`config.mk`:
```
export PLATFORM = sky130hd
export DESIGN_NAME = glitch_sequencer
export DESIGN_NICKNAME = d
export VERILOG_FILES = /design/src/rtl/glitch_pkg.sv /design/src/rtl/trig_sync.sv /design/src/rtl/glitch_sequencer.sv
export SDC_FILE = /design/constraint.sdc
export NUM_CORES = 1
export LEC_CHECK = 0
export ABC_AREA = 1
export ABC_CLOCK_PERIOD_IN_PS = 5200
export BUFFER_PORTS_ARGS = -buffer_cell sky130_fd_sc_hd__buf_2
export CAP_MARGIN = 30
export CELL_PAD_IN_SITES_DETAIL_PLACEMENT = 0
export CELL_PAD_IN_SITES_GLOBAL_PLACEMENT = 1
export CORE_AREA = 2 2 155 157
export CTS_CLUSTER_SIZE = 24
export DETAILED_ROUTE_END_ITERATION = 16
export DIE_AREA = 0 0 157 159
export PLACE_DENSITY_LB_ADDON = 0.1
export SLEW_MARGIN = 30
export SYNTH_ARGS = -nofsm -noshare
export SYNTH_HDL_FRONTEND = slang
export SYNTH_SLANG_ARGS = --single-unit
```
`constraint.sdc`:
```
create_clock -name clk -period 5.2 [get_ports clk]
set_input_delay 0.26 -clock clk [delete_from_list [all_inputs] [get_ports clk]]
set_output_delay 0.26 -clock clk [all_outputs]
set_load 0.005 [all_outputs]
```
`src/rtl/glitch_pkg.sv`:
```
// rtl/glitch_pkg.sv - shared types and constants for the glitch sequencer
package glitch_pkg;

  typedef enum logic [2:0] {
    ST_IDLE  = 3'd0,
    ST_ARMED = 3'd1,
    ST_DELAY = 3'd2,
    ST_PULSE = 3'd3,
    ST_GAP   = 3'd4,
    ST_DONE  = 3'd5
  } state_t;

  localparam int TRIG_RISE = 0;
  localparam int TRIG_FALL = 1;

  localparam int DEF_CNT_W       = 32;
  localparam int DEF_PCNT_W      = 8;
  localparam int DEF_SYNC_STAGES = 2;

endpackage

```
`src/rtl/trig_sync.sv`:
```
// rtl/trig_sync.sv - trigger synchroniser with registered edge-select detector
module trig_sync
  import glitch_pkg::*;
#(
  parameter int SYNC_STAGES = DEF_SYNC_STAGES,
  parameter int TRIG_EDGE   = TRIG_RISE
) (
  input  logic clk,
  input  logic rst_n,
  input  logic trigger,
  output logic edge_det
);

  // The idle level is the one the selected edge leaves, so reset never fakes an edge.
  localparam logic IDLE_LVL = (TRIG_EDGE == TRIG_FALL);

  logic [SYNC_STAGES-1:0] sync;
  logic                   prev;

  always_ff @(posedge clk) begin
    if (!rst_n) begin
      sync     <= {SYNC_STAGES{IDLE_LVL}};
      prev     <= IDLE_LVL;
      edge_det <= 1'b0;
    end else begin
      sync     <= {sync[SYNC_STAGES-2:0], trigger};
      prev     <= sync[SYNC_STAGES-1];
      edge_det <= (sync[SYNC_STAGES-1] != prev) && (sync[SYNC_STAGES-1] != IDLE_LVL);
    end
  end

endmodule

```
`src/rtl/glitch_sequencer.sv`:
```
// rtl/glitch_sequencer.sv - armed, triggered burst generator for the glitch output driver
module glitch_sequencer
  import glitch_pkg::*;
#(
  parameter int CNT_W       = DEF_CNT_W,
  parameter int PCNT_W      = DEF_PCNT_W,
  parameter int SYNC_STAGES = DEF_SYNC_STAGES,
  parameter int TRIG_EDGE   = TRIG_RISE,
  parameter int ACTIVE_HIGH = 1
) (
  input  logic              clk,
  input  logic              rst_n,
  input  logic              arm,
  input  logic              abort,
  input  logic              trigger,
  input  logic [CNT_W-1:0]  cfg_delay,
  input  logic [CNT_W-1:0]  cfg_width,
  input  logic [CNT_W-1:0]  cfg_gap,
  input  logic [PCNT_W-1:0] cfg_count,
  output logic              glitch,
  output logic              armed,
  output logic              busy,
  output logic              done,
  output logic [PCNT_W-1:0] pulse_idx
);

  localparam logic              ACT_LVL  = (ACTIVE_HIGH != 0);
  localparam logic              INACT    = ~ACT_LVL;
  localparam logic [CNT_W-1:0]  CNT_ONE  = CNT_W'(1);
  localparam logic [PCNT_W-1:0] PIDX_ONE = PCNT_W'(1);

  state_t            state;
  logic              edge_det;
  logic [CNT_W-1:0]  lat_delay;
  logic [CNT_W-1:0]  lat_width;
  logic [CNT_W-1:0]  lat_gap;
  logic [PCNT_W-1:0] lat_count;
  logic [CNT_W-1:0]  phase_cnt;
  logic [CNT_W-1:0]  width_cnt;

  trig_sync #(
    .SYNC_STAGES(SYNC_STAGES),
    .TRIG_EDGE  (TRIG_EDGE)
  ) u_trig_sync (
    .clk     (clk),
    .rst_n   (rst_n),
    .trigger (trigger),
    .edge_det(edge_det)
  );

  // Down-counters are loaded on phase entry and the phase ends when they read 1.
  always_ff @(posedge clk) begin
    if (!rst_n) begin
      state     <= ST_IDLE;
      glitch    <= INACT;
      armed     <= 1'b0;
      busy      <= 1'b0;
      done      <= 1'b0;
      pulse_idx <= '0;
      lat_delay <= '0;
      lat_width <= '0;
      lat_gap   <= '0;
      lat_count <= '0;
      phase_cnt <= '0;
      width_cnt <= '0;
    end else if (abort) begin
      state  <= ST_IDLE;
      glitch <= INACT;
      armed  <= 1'b0;
      busy   <= 1'b0;
      done   <= 1'b0;
    end else begin
      case (state)
        ST_IDLE, ST_DONE: begin
          if (arm) begin
            state     <= ST_ARMED;
            armed     <= 1'b1;
            done      <= 1'b0;
            pulse_idx <= '0;
            lat_delay <= cfg_delay;
            lat_width <= (cfg_width == '0) ? CNT_ONE : cfg_width;
            lat_gap   <= (cfg_gap == '0) ? CNT_ONE : cfg_gap;
            lat_count <= (cfg_count == '0) ? PIDX_ONE : cfg_count;
          end
        end
        ST_ARMED: begin
          if (edge_det) begin
            armed <= 1'b0;
            busy  <= 1'b1;
            if (lat_delay == '0) begin
              state     <= ST_PULSE;
              glitch    <= ACT_LVL;
              width_cnt <= lat_width;
            end else begin
              state     <= ST_DELAY;
              phase_cnt <= lat_delay;
            end
          end
        end
        ST_DELAY: begin
          if (phase_cnt == CNT_ONE) begin
            state     <= ST_PULSE;
            glitch    <= ACT_LVL;
            width_cnt <= lat_width;
          end else begin
            phase_cnt <= phase_cnt - CNT_ONE;
          end
        end
        ST_PULSE: begin
          if (width_cnt == CNT_ONE) begin
            glitch <= INACT;
            if (pulse_idx == lat_count - PIDX_ONE) begin
              state <= ST_DONE;
              busy  <= 1'b0;
              done  <= 1'b1;
            end else begin
              state     <= ST_GAP;
              phase_cnt <= lat_gap;
            end
          end else begin
            width_cnt <= width_cnt - CNT_ONE;
          end
        end
        ST_GAP: begin
          if (phase_cnt == CNT_ONE) begin
            state     <= ST_PULSE;
            glitch    <= ACT_LVL;
            width_cnt <= lat_width;
            pulse_idx <= pulse_idx + PIDX_ONE;
          end else begin
            phase_cnt <= phase_cnt - CNT_ONE;
          end
        end
        default: begin
          state  <= ST_IDLE;
          glitch <= INACT;
          armed  <= 1'b0;
          busy   <= 1'b0;
          done   <= 1'b0;
        end
      endcase
    end
  end

endmodule

```
==> impl_results.md, run 1 <==
* Status: complete, no violations
* Count leader, synth: nand2_1
* CTS max path bufs at 2
* Area post-placement at 0.01091 mm2
* Via count at just over 10,000
* Final hold vios at 0
* Seq/Total Area, Yosys at a little under two fifths
* Count of final setup violators at 0
* Crit-path cells: inv_2 > nand2_4 > nand3_2 > inv_2 > nand2_2 > nor2_4 > buf_4 > nor2_2 > buf_4 > nand2_1 > o21ai_0
* Final std cells w/o fill at 2,011
* Worst-path clk slew at approximately 0.080 ns
* Initial antenna violation count at 1
* First-pass GRT wire length at ~50 mm
* DRC at 0
* Synth top area cells: dfxtp_1, nand2_1, nor2_1
* Critical Path End Type: flip-flop
* Cells after synthesis at 1,594
* Yosys warning count at 0
* NumNets Final at about 1,800
* Area share of the largest cell type after synthesis at a little under two fifths
* CTS Buf Count at 17
* Fillers at 2,464
* Mean number of vias per cell at about 5.1
* Leakage power at between 0.005 and 0.006 uW
* Die extent in x at roughly 160 um
* Syn Nets at roughly 1,700
* Largest area contributor in the netlist: dfxtp_1
* Routed wire length per instance at 15.11 um
* R2R Setup Slk at ~2.3 ns
* IO Pins at 121
* FMAX at roughly 340 MHz
* Layout Skew at 0.01788 ns
* Post-layout instance area at around 0.012 mm2
* Slowest CP cell: buf_4
* CTS root buf: clkbuf_16
* Most frequent cells after synthesis: nand2_1, nor2_1, dfxtp_1, inv_1, o21ai_0
* CP Max Fanout at about 70
* Slew @ Worst Pin at about 0.83 ns
* Cell area power density at between 400 and 500 mW/mm2
* Initial Utilization at around 44%
* Total negative setup slack at 0 ns
* WP data arrival at 3.23 ns
* Period utilization at between 50% and 60%
* Largest stage delay, worst path at approximately 0.66 ns
* VDD IR max at just under 0.2 mV
* Grt total ovfl at 0
* Die span in y at between 150 and 200 um
* Clock H-tree levels at 4
* Syn Std Cell Area at ~0.01 mm2
* Final wirelength at a little over 30 mm
* Number of I/O port buffers at 120
* Sink Count at 187
* Post-DP HPWL at roughly 22 mm
* FFs w/ async S/R, synth at 0%
* CP Launch Type: flip-flop
* Fraction of layout cells with a size suffix above 1 at between 10% and 20%
* Final Max Tran Viols at 0
* Synth unique cells at between 40 and 50
* Max-slew headroom at between 40% and 50%
* Antenna-violating nets left at 0
* Layout area overhead at 13.73%
* Gr usage total at between 20 and 25%
* Worst min-delay path class: in -> reg
* Largest net degree at the start of global routing at 80
* Pre-antenna DRT Iters at 5
* Max-cap violation count at 0
* CTS tree: yes
* DP Cell Count at 1,976
* RSZ-0062 raised after global routing: false
* Core area at 0.02319 mm2
* Post-synth EDFFs at 0
* Tmin final at 2.934 ns
* Die area at about 0.025 mm2
* Critical Path RT at roughly 5.5 ns
* Clk_lat worst skew at ~0.44 ns
* Placer Congestion at just under 0.9
* Drt initial violations at about 700
* Register bit count reported by yosys at 187
* Cts repair resizes at 0
* Rows at 56
* Vias in the first global route at roughly 9,600
* Kind of critical path: reg -> reg
* Synth Flop Type: dfxtp_1
* Mapped Avg Cell Area at between 6 and 7 um2
[timing repair]
| item | 4_1_cts | 5_1_grt |
|---|---|---|
| hold buffers | 1 | 0 |
| hold endpoints to repair | 1 | 0 |
| buffers inserted | 0 | 0 |
[cell families (layout without fill, tap and decap cells)]
kind of cell    count (synthesis)  after routing  synth area share [%]
compound gates                280            280                 14.86
flops                         187            187                 36.90
buf+inv                       250            347                 9.817
simple gates                  848            848                 35.68
fa+ha+maj                       6              6                0.7400
xor+xnor                       22             22                 1.899
other cells                     0              1                     0
mux                             1              1               0.09867
[cell type report]
type	instances	area (um2)	share of cell area [%]
Multi-Input combinational cell	1157	5415	46.94
Sequential cell	187	3744	32.45
Inverter	187	703.2	6.095
Timing Repair Buffer	128	685.7	5.943
Clock buffer	17	425.4	3.687
Tap cell	319	399.1	3.460
Clock inverter	15	162.7	1.410
Antenna cell	1	2.502	0.02169
[flip-flops by register name, summed over array words and instances (netlist names)]
register and count:
busy 1, done 1, u_trig_sync.edge_det 1, lat_count 8, lat_delay 32, lat_width 32
lat_gap 32, glitch 1, u_trig_sync.prev 1, state 3, u_trig_sync.sync 2, width_cnt 32
armed 1, pulse_idx 8, phase_cnt 32
[where the power goes]
part | internal (uW) | total (uW) | leakage [uW] | switching [uW]
logic | 740 | 2250 | 0.00375 | 1510
registers | 1620 | 1790 | 0.00153 | 170
clock network | 644 | 1300 | 0.000288 | 661
[routing by layer]
metal  wire, um  GRT usage [%]
met1      14330          32.65
met2      14770          42.44
met3       1015          3.430
met4        265          4.671
met5          0              0
[critical path: cells and delay by family, from the launching register on]
kind | cells | cell delay [ns]
AOI/OAI and AO/OA | 1 | 0.09
and+or+nand+nor | 6 | 1.10
DFF | 1 | 0.41
buffers and inverters | 4 | 1.13
[final timing paths]
path,from,end,cells after the start
max,state[2],lat_gap[16],11
min,cfg_delay[5],lat_delay[5],3
max reg2reg,state[2],lat_gap[16],11
min reg2reg,u_trig_sync.prev,u_trig_sync.edge_det,1
[cells in the final DEF (no fill, tap or decap), drive strengths merged, types with 7 or more instances in the layout]
| cell | instances |
|---|---|
| nor2 | 317 |
| nor3 | 21 |
| o21ai | 162 |
| o31ai | 7 |
| a22oi | 17 |
| xnor2 | 11 |
| nand4 | 29 |
| dfxtp | 187 |
| buf | 127 |
| a21oi | 75 |
| nand3 | 109 |
| clkbuf | 17 |
| nand2 | 355 |
| clkinv | 11 |
| o22ai | 8 |
| xor2 | 11 |
| inv | 191 |
[stage by stage]
step / utilization, % / power [uW] / setup slack, ns / hold slack [ns]
3_3_place_gp: 47.03 / 4031 / 2.242 / 0.3717
6_report: 49.75 / 5343 / 2.266 / 0.04064
2_1_floorplan: - / 3465 / 3.365 / 0.3576
4_1_cts: 49.62 / 5361 / 2.111 / 0.03030
3_5_place_dp: 47.04 / 4039 / 2.124 / 0.3779
5_1_grt: 49.74 / 5769 / 1.972 / 0.03979
Power figures use the tool's default switching activity.
==> inputs of run 2 (changes only) <==
--- a/config.mk
+++ b/config.mk
@@ -5,16 +5,16 @@
 export SDC_FILE = /design/constraint.sdc
 export NUM_CORES = 1
 export LEC_CHECK = 0
-export ABC_AREA = 1
-export ABC_CLOCK_PERIOD_IN_PS = 5200
+export ABC_AREA = 0
+export ABC_CLOCK_PERIOD_IN_PS = 3000
 export BUFFER_PORTS_ARGS = -buffer_cell sky130_fd_sc_hd__buf_2
 export CAP_MARGIN = 30
 export CELL_PAD_IN_SITES_DETAIL_PLACEMENT = 0
 export CELL_PAD_IN_SITES_GLOBAL_PLACEMENT = 1
-export CORE_AREA = 2 2 155 157
+export CORE_AREA = 2 2 154 156
 export CTS_CLUSTER_SIZE = 24
 export DETAILED_ROUTE_END_ITERATION = 16
-export DIE_AREA = 0 0 157 159
+export DIE_AREA = 0 0 156 158
 export PLACE_DENSITY_LB_ADDON = 0.1
 export SLEW_MARGIN = 30
 export SYNTH_ARGS = -nofsm -noshare
==> constraint.sdc (replaced) <==
create_clock -name clk -period 3 [get_ports clk]
set_input_delay 0.15 -clock clk [delete_from_list [all_inputs] [get_ports clk]]
set_output_delay 0.15 -clock clk [all_outputs]
set_load 0.005 [all_outputs]
==> run 2 against run 1 <==
  * Clock skew increased by 0.0049 ns
  * First-iteration DRC count is 9.3% higher
  * Maximum frequency grew 4.2%
  * Routed wire length is 3.4% higher
  * Sequential power up 46%
  * Clock-buffer cell count grew 1
  * Clock power grew 76%
  * Sequential share of layout area decreased by 2.2 points
  * Critical path depth down 3
  * Final cell count decreased by 11%
  * Core utilization increased by 4.0 points
  * Synthesized cell count down 19%
==> impl_results.md, run 2 <==
* Tmin final at 2.816 ns (-0.1180 ns)
* Layout Utilization at 53.70% (+4.0 points)
* First-pass GRT wire length at 50.69 mm (+3.4%)
* Largest family of logic cells by synthesized area: simple AND/OR/NAND/NOR gates
* Layout Skew at 0.02282 ns (+0.004948 ns)
* Synth Flop Type: dfxtp_1
* Worst min-delay path class: in -> reg
* Largest area contributor in the netlist: dfxtp_1
* Synth top area cells: dfxtp_1, nand2_1, a21oi_1
* Total chip power at 5543 uW (+3.7%)
* Largest net degree at the start of global routing at 88 (+10%)
* Rows at 56 (unchanged)
* Sw frac at 27.00% (-17 points)
* Hold Path Depth at 3 (unchanged)
* Vias in the first global route at 9,572 (-0.22%)
* FFs w/ async S/R, synth at 0% (unchanged)
* Period utilization at 93.86% (+37 points)
* Multiplexer share of the synthesized area at 0.6204% (+0.52 points)
* Reg2reg end: width_cnt[12]
* CTS root buf: clkbuf_16
* Most frequent cells after synthesis: nand2_1, dfxtp_1, a21oi_1, clkbuf_1, nor2_1
* FMAX at 355.2 MHz (+4.2%)
* Fraction of layout cells with a size suffix above 1 at 17.59% (+4.5 points)
* Critical Path End Type: flip-flop
* R2R Setup Slk at 0.18 ns (-2.08 ns)
* Xor/xnor share of the synthesized area at 1.861% (-0.038 points)
* Cells after synthesis at 1,293 (-19%)
* Adder-cell share of the synthesized area at 0.8789% (+0.14 points)
* Mean number of vias per cell at 5.760 (+14%)
* Synth Area in Simple Gates at 27.35% (-8.3 points)
* Final wirelength at 31.40 mm (+3.4%)
* Max-cap violation count at 0 (unchanged)
* Largest stage delay, worst path at 0.58 ns (-0.08 ns)
* Drt initial violations at 763 (+9.3%)
* Cell area power density at 447.7 mW/mm2 (-3.3%)
* Clk_lat worst skew at 0.44 ns (about the same)
* Ant. Diodes at 0 (-1)
* Slowest CP cell: or4_1
* RSZ-0062 raised after global routing: false
* Layout area overhead at 27.88%
* Synth unique cells at 68 (+51%)
* IO Pins at 121 (unchanged)
* Syn Std Cell Area at 0.009681 mm2 (-4.6%)
* Syn Nets at 1,408 (-18%)
* Area share of the largest cell type after synthesis at 38.67% (+1.8 points)
* Grt total ovfl at 0 (unchanged)
* Dpl ws at 0.1256 ns (-1.998 ns)
* WP data arrival at 3.15 ns (-0.08 ns)
* Mapped Avg Cell Area at 7.487 um2 (+18%)
* Die area at 0.02465 mm2 (-1.3%)
* Antenna-violating nets left at 0 (unchanged)
* Routed wire length per instance at 17.53 um (+16%)
* Critical Path RT at 3.33 ns (-2.16 ns)
* Register bit count reported by yosys at 187 (unchanged)
* Die span in y at 158 um (-0.63%)
* Final Max Tran Viols at 0 (unchanged)
* Reg power frac at 47.2% (+14 points)
* Total negative setup slack at 0 ns (unchanged)
* Post-synthesis compound-gate area fraction at 25.69% (+11 points)
* Slew @ Worst Pin at 0.7266 ns (-0.1040 ns)
* Via count at 10,320 (+1.5%)
* CTS Buf Count at 17 (unchanged)
* Leakage power at 0.004672 uW (-16%)
* CTS tree: yes
* Clock H-tree levels at 4 (unchanged)
* Final worst slack at 0.1843 ns (-2.082 ns)
* Count leader, synth: nand2_1
* R2r startpoint: phase_cnt[18]
* Most frequent cells in the layout: nand2_1, dfxtp_1, a21oi_1
* CP Max Fanout at 15 (-79%)
* Max-slew headroom at 51.56% (+6.9 points)
* Number of I/O port buffers at 120 (unchanged)
* Fillers at 2,238 (-9.2%)
* Pint at 4046 uW (+35%)
* Min Hold Slack at 0.01237 ns (-0.02827 ns)
* Crit-path cells: or4_1 > or3_4 > nor3_1 > buf_4 > o221a_2 > nand2_1 > buf_4 > o221a_2
* Hold EP: lat_gap[3]
* CP Launch Type: flip-flop
* HP Start: cfg_gap[3]
* Combinational share of power at 11.4% (-31 points)
* CTS max path bufs at 2 (unchanged)
* Kind of critical path: reg -> reg
* Status: complete, no violations
* Core area at 0.02305 mm2 (-0.60%)
* Initial antenna violation count at 0 (-1)
* Post-synth EDFFs at 0 (unchanged)
* Count of final setup violators at 0 (unchanged)
* P_sw at 1497 uW (-36%)
* DRC at 0 (unchanged)
* Reg2reg path depth at 8 (-3)
* Die extent in x at 156 um (-0.64%)
* Placer Congestion at 0.8581 (-3.4%)
* Sink Count at 187 (unchanged)
* NumNets Final at 1,603 (-11%)
* Gr usage total at 25.57% (+1.0 points)
* Yosys warning count at 0 (unchanged)
* Seq/Total Area, Yosys at 38.67% (+1.8 points)
* Clock Power Share at 41.4% (+17 points)
* Worst-path clk slew at 0.08 ns (about the same)
* Most common cell after layout, fill and taps aside: nand2_1
* Pre-antenna DRT Iters at 6 (+1)
* VDD IR max at 0.3233 mV (+65%)
* Initial Utilization at 41.99% (-1.7 points)
* Post-DP HPWL at 20.89 mm (-3.1%)
* Final hold vios at 0 (unchanged)
run 2: worst max-delay path, delay by kind of cell (launching register included):
| kind | cells | cell delay [ns] |
|---|---|---|
| AND/OR/NAND/NOR | 4 | 1.24 |
| AO/OA/AOI/OAI | 2 | 0.72 |
| buffers and inverters | 2 | 0.37 |
| flip-flops | 1 | 0.36 |
run 2: through the flow:
stage | instance area, um2 | cells
2_1_floorplan | 9681 | 1293
3_3_place_gp | 10790 | 1660
3_5_place_dp | 10790 | 1660
4_1_cts | 12370 | 1791
5_1_grt | 12380 | 1791
6_report | 12380 | 1791
run 2: how the worst max path moves through the flow:
stage	from	end	slack (ns)	cells past startpoint
finish	phase_cnt[18]	width_cnt[12]	0.18	8
global route	phase_cnt[18]	width_cnt[12]	0.01	8
CTS	phase_cnt[18]	width_cnt[17]	0.08	7
detailed placement	phase_cnt[18]	width_cnt[17]	0.13	7
global placement	phase_cnt[18]	width_cnt[5]	0.23	7
floorplan	phase_cnt[18]	phase_cnt[23]	0.30	9
run 2: cell families (layout without fill, tap and decap cells):
kind of cell,count (synthesis),count (layout)
buf+inv,122,330
mux,6,6
compound gates,378,378
simple gates,574,574
xor+xnor,19,19
fa+ha+maj,7,7
flops,187,187
run 2: layer usage:
metal  routed length [um]  share of wire (%)  global-route usage [%]
met4                  340                1.1                   6.815
met3                 1693                5.4                   3.997
met2                13930                 44                   39.49
met5                    0                  0                       0
met1                15430                 49                   37.09
run 2: cell type report:
type / instances / area (um2) / area share [%]
tap: 290 / 362.8 / 2.931
sequential: 187 / 3744 / 30.24
timing repair buffer: 285 / 2125 / 17.16
clock buffer: 18 / 439.2 / 3.548
multi-input combinational: 984 / 5505 / 44.47
inverter: 13 / 51.30 / 0.4144
clock inverter: 14 / 152.6 / 1.233
run 2: power groups by stage:
| stage | sequential (uW) | clock, uW | combinational [uW] |
|---|---|---|---|
| 2_1_floorplan | 2650 | 0 | 326 |
| 3_3_place_gp | 2670 | 0 | 531 |
| 3_5_place_dp | 2670 | 0 | 533 |
| 4_1_cts | 2620 | 2340 | 632 |
| 5_1_grt | 2630 | 2440 | 705 |
| 6_report | 2620 | 2290 | 633 |
run 2: repair_timing:
action                                  in CTS  in global routing
endpoints found under the setup margin       0                 11
hold buffers                                99                  0
gates resized for setup                      0                  1
setup buffers                                0                  0
hold endpoints to repair                    99                  0
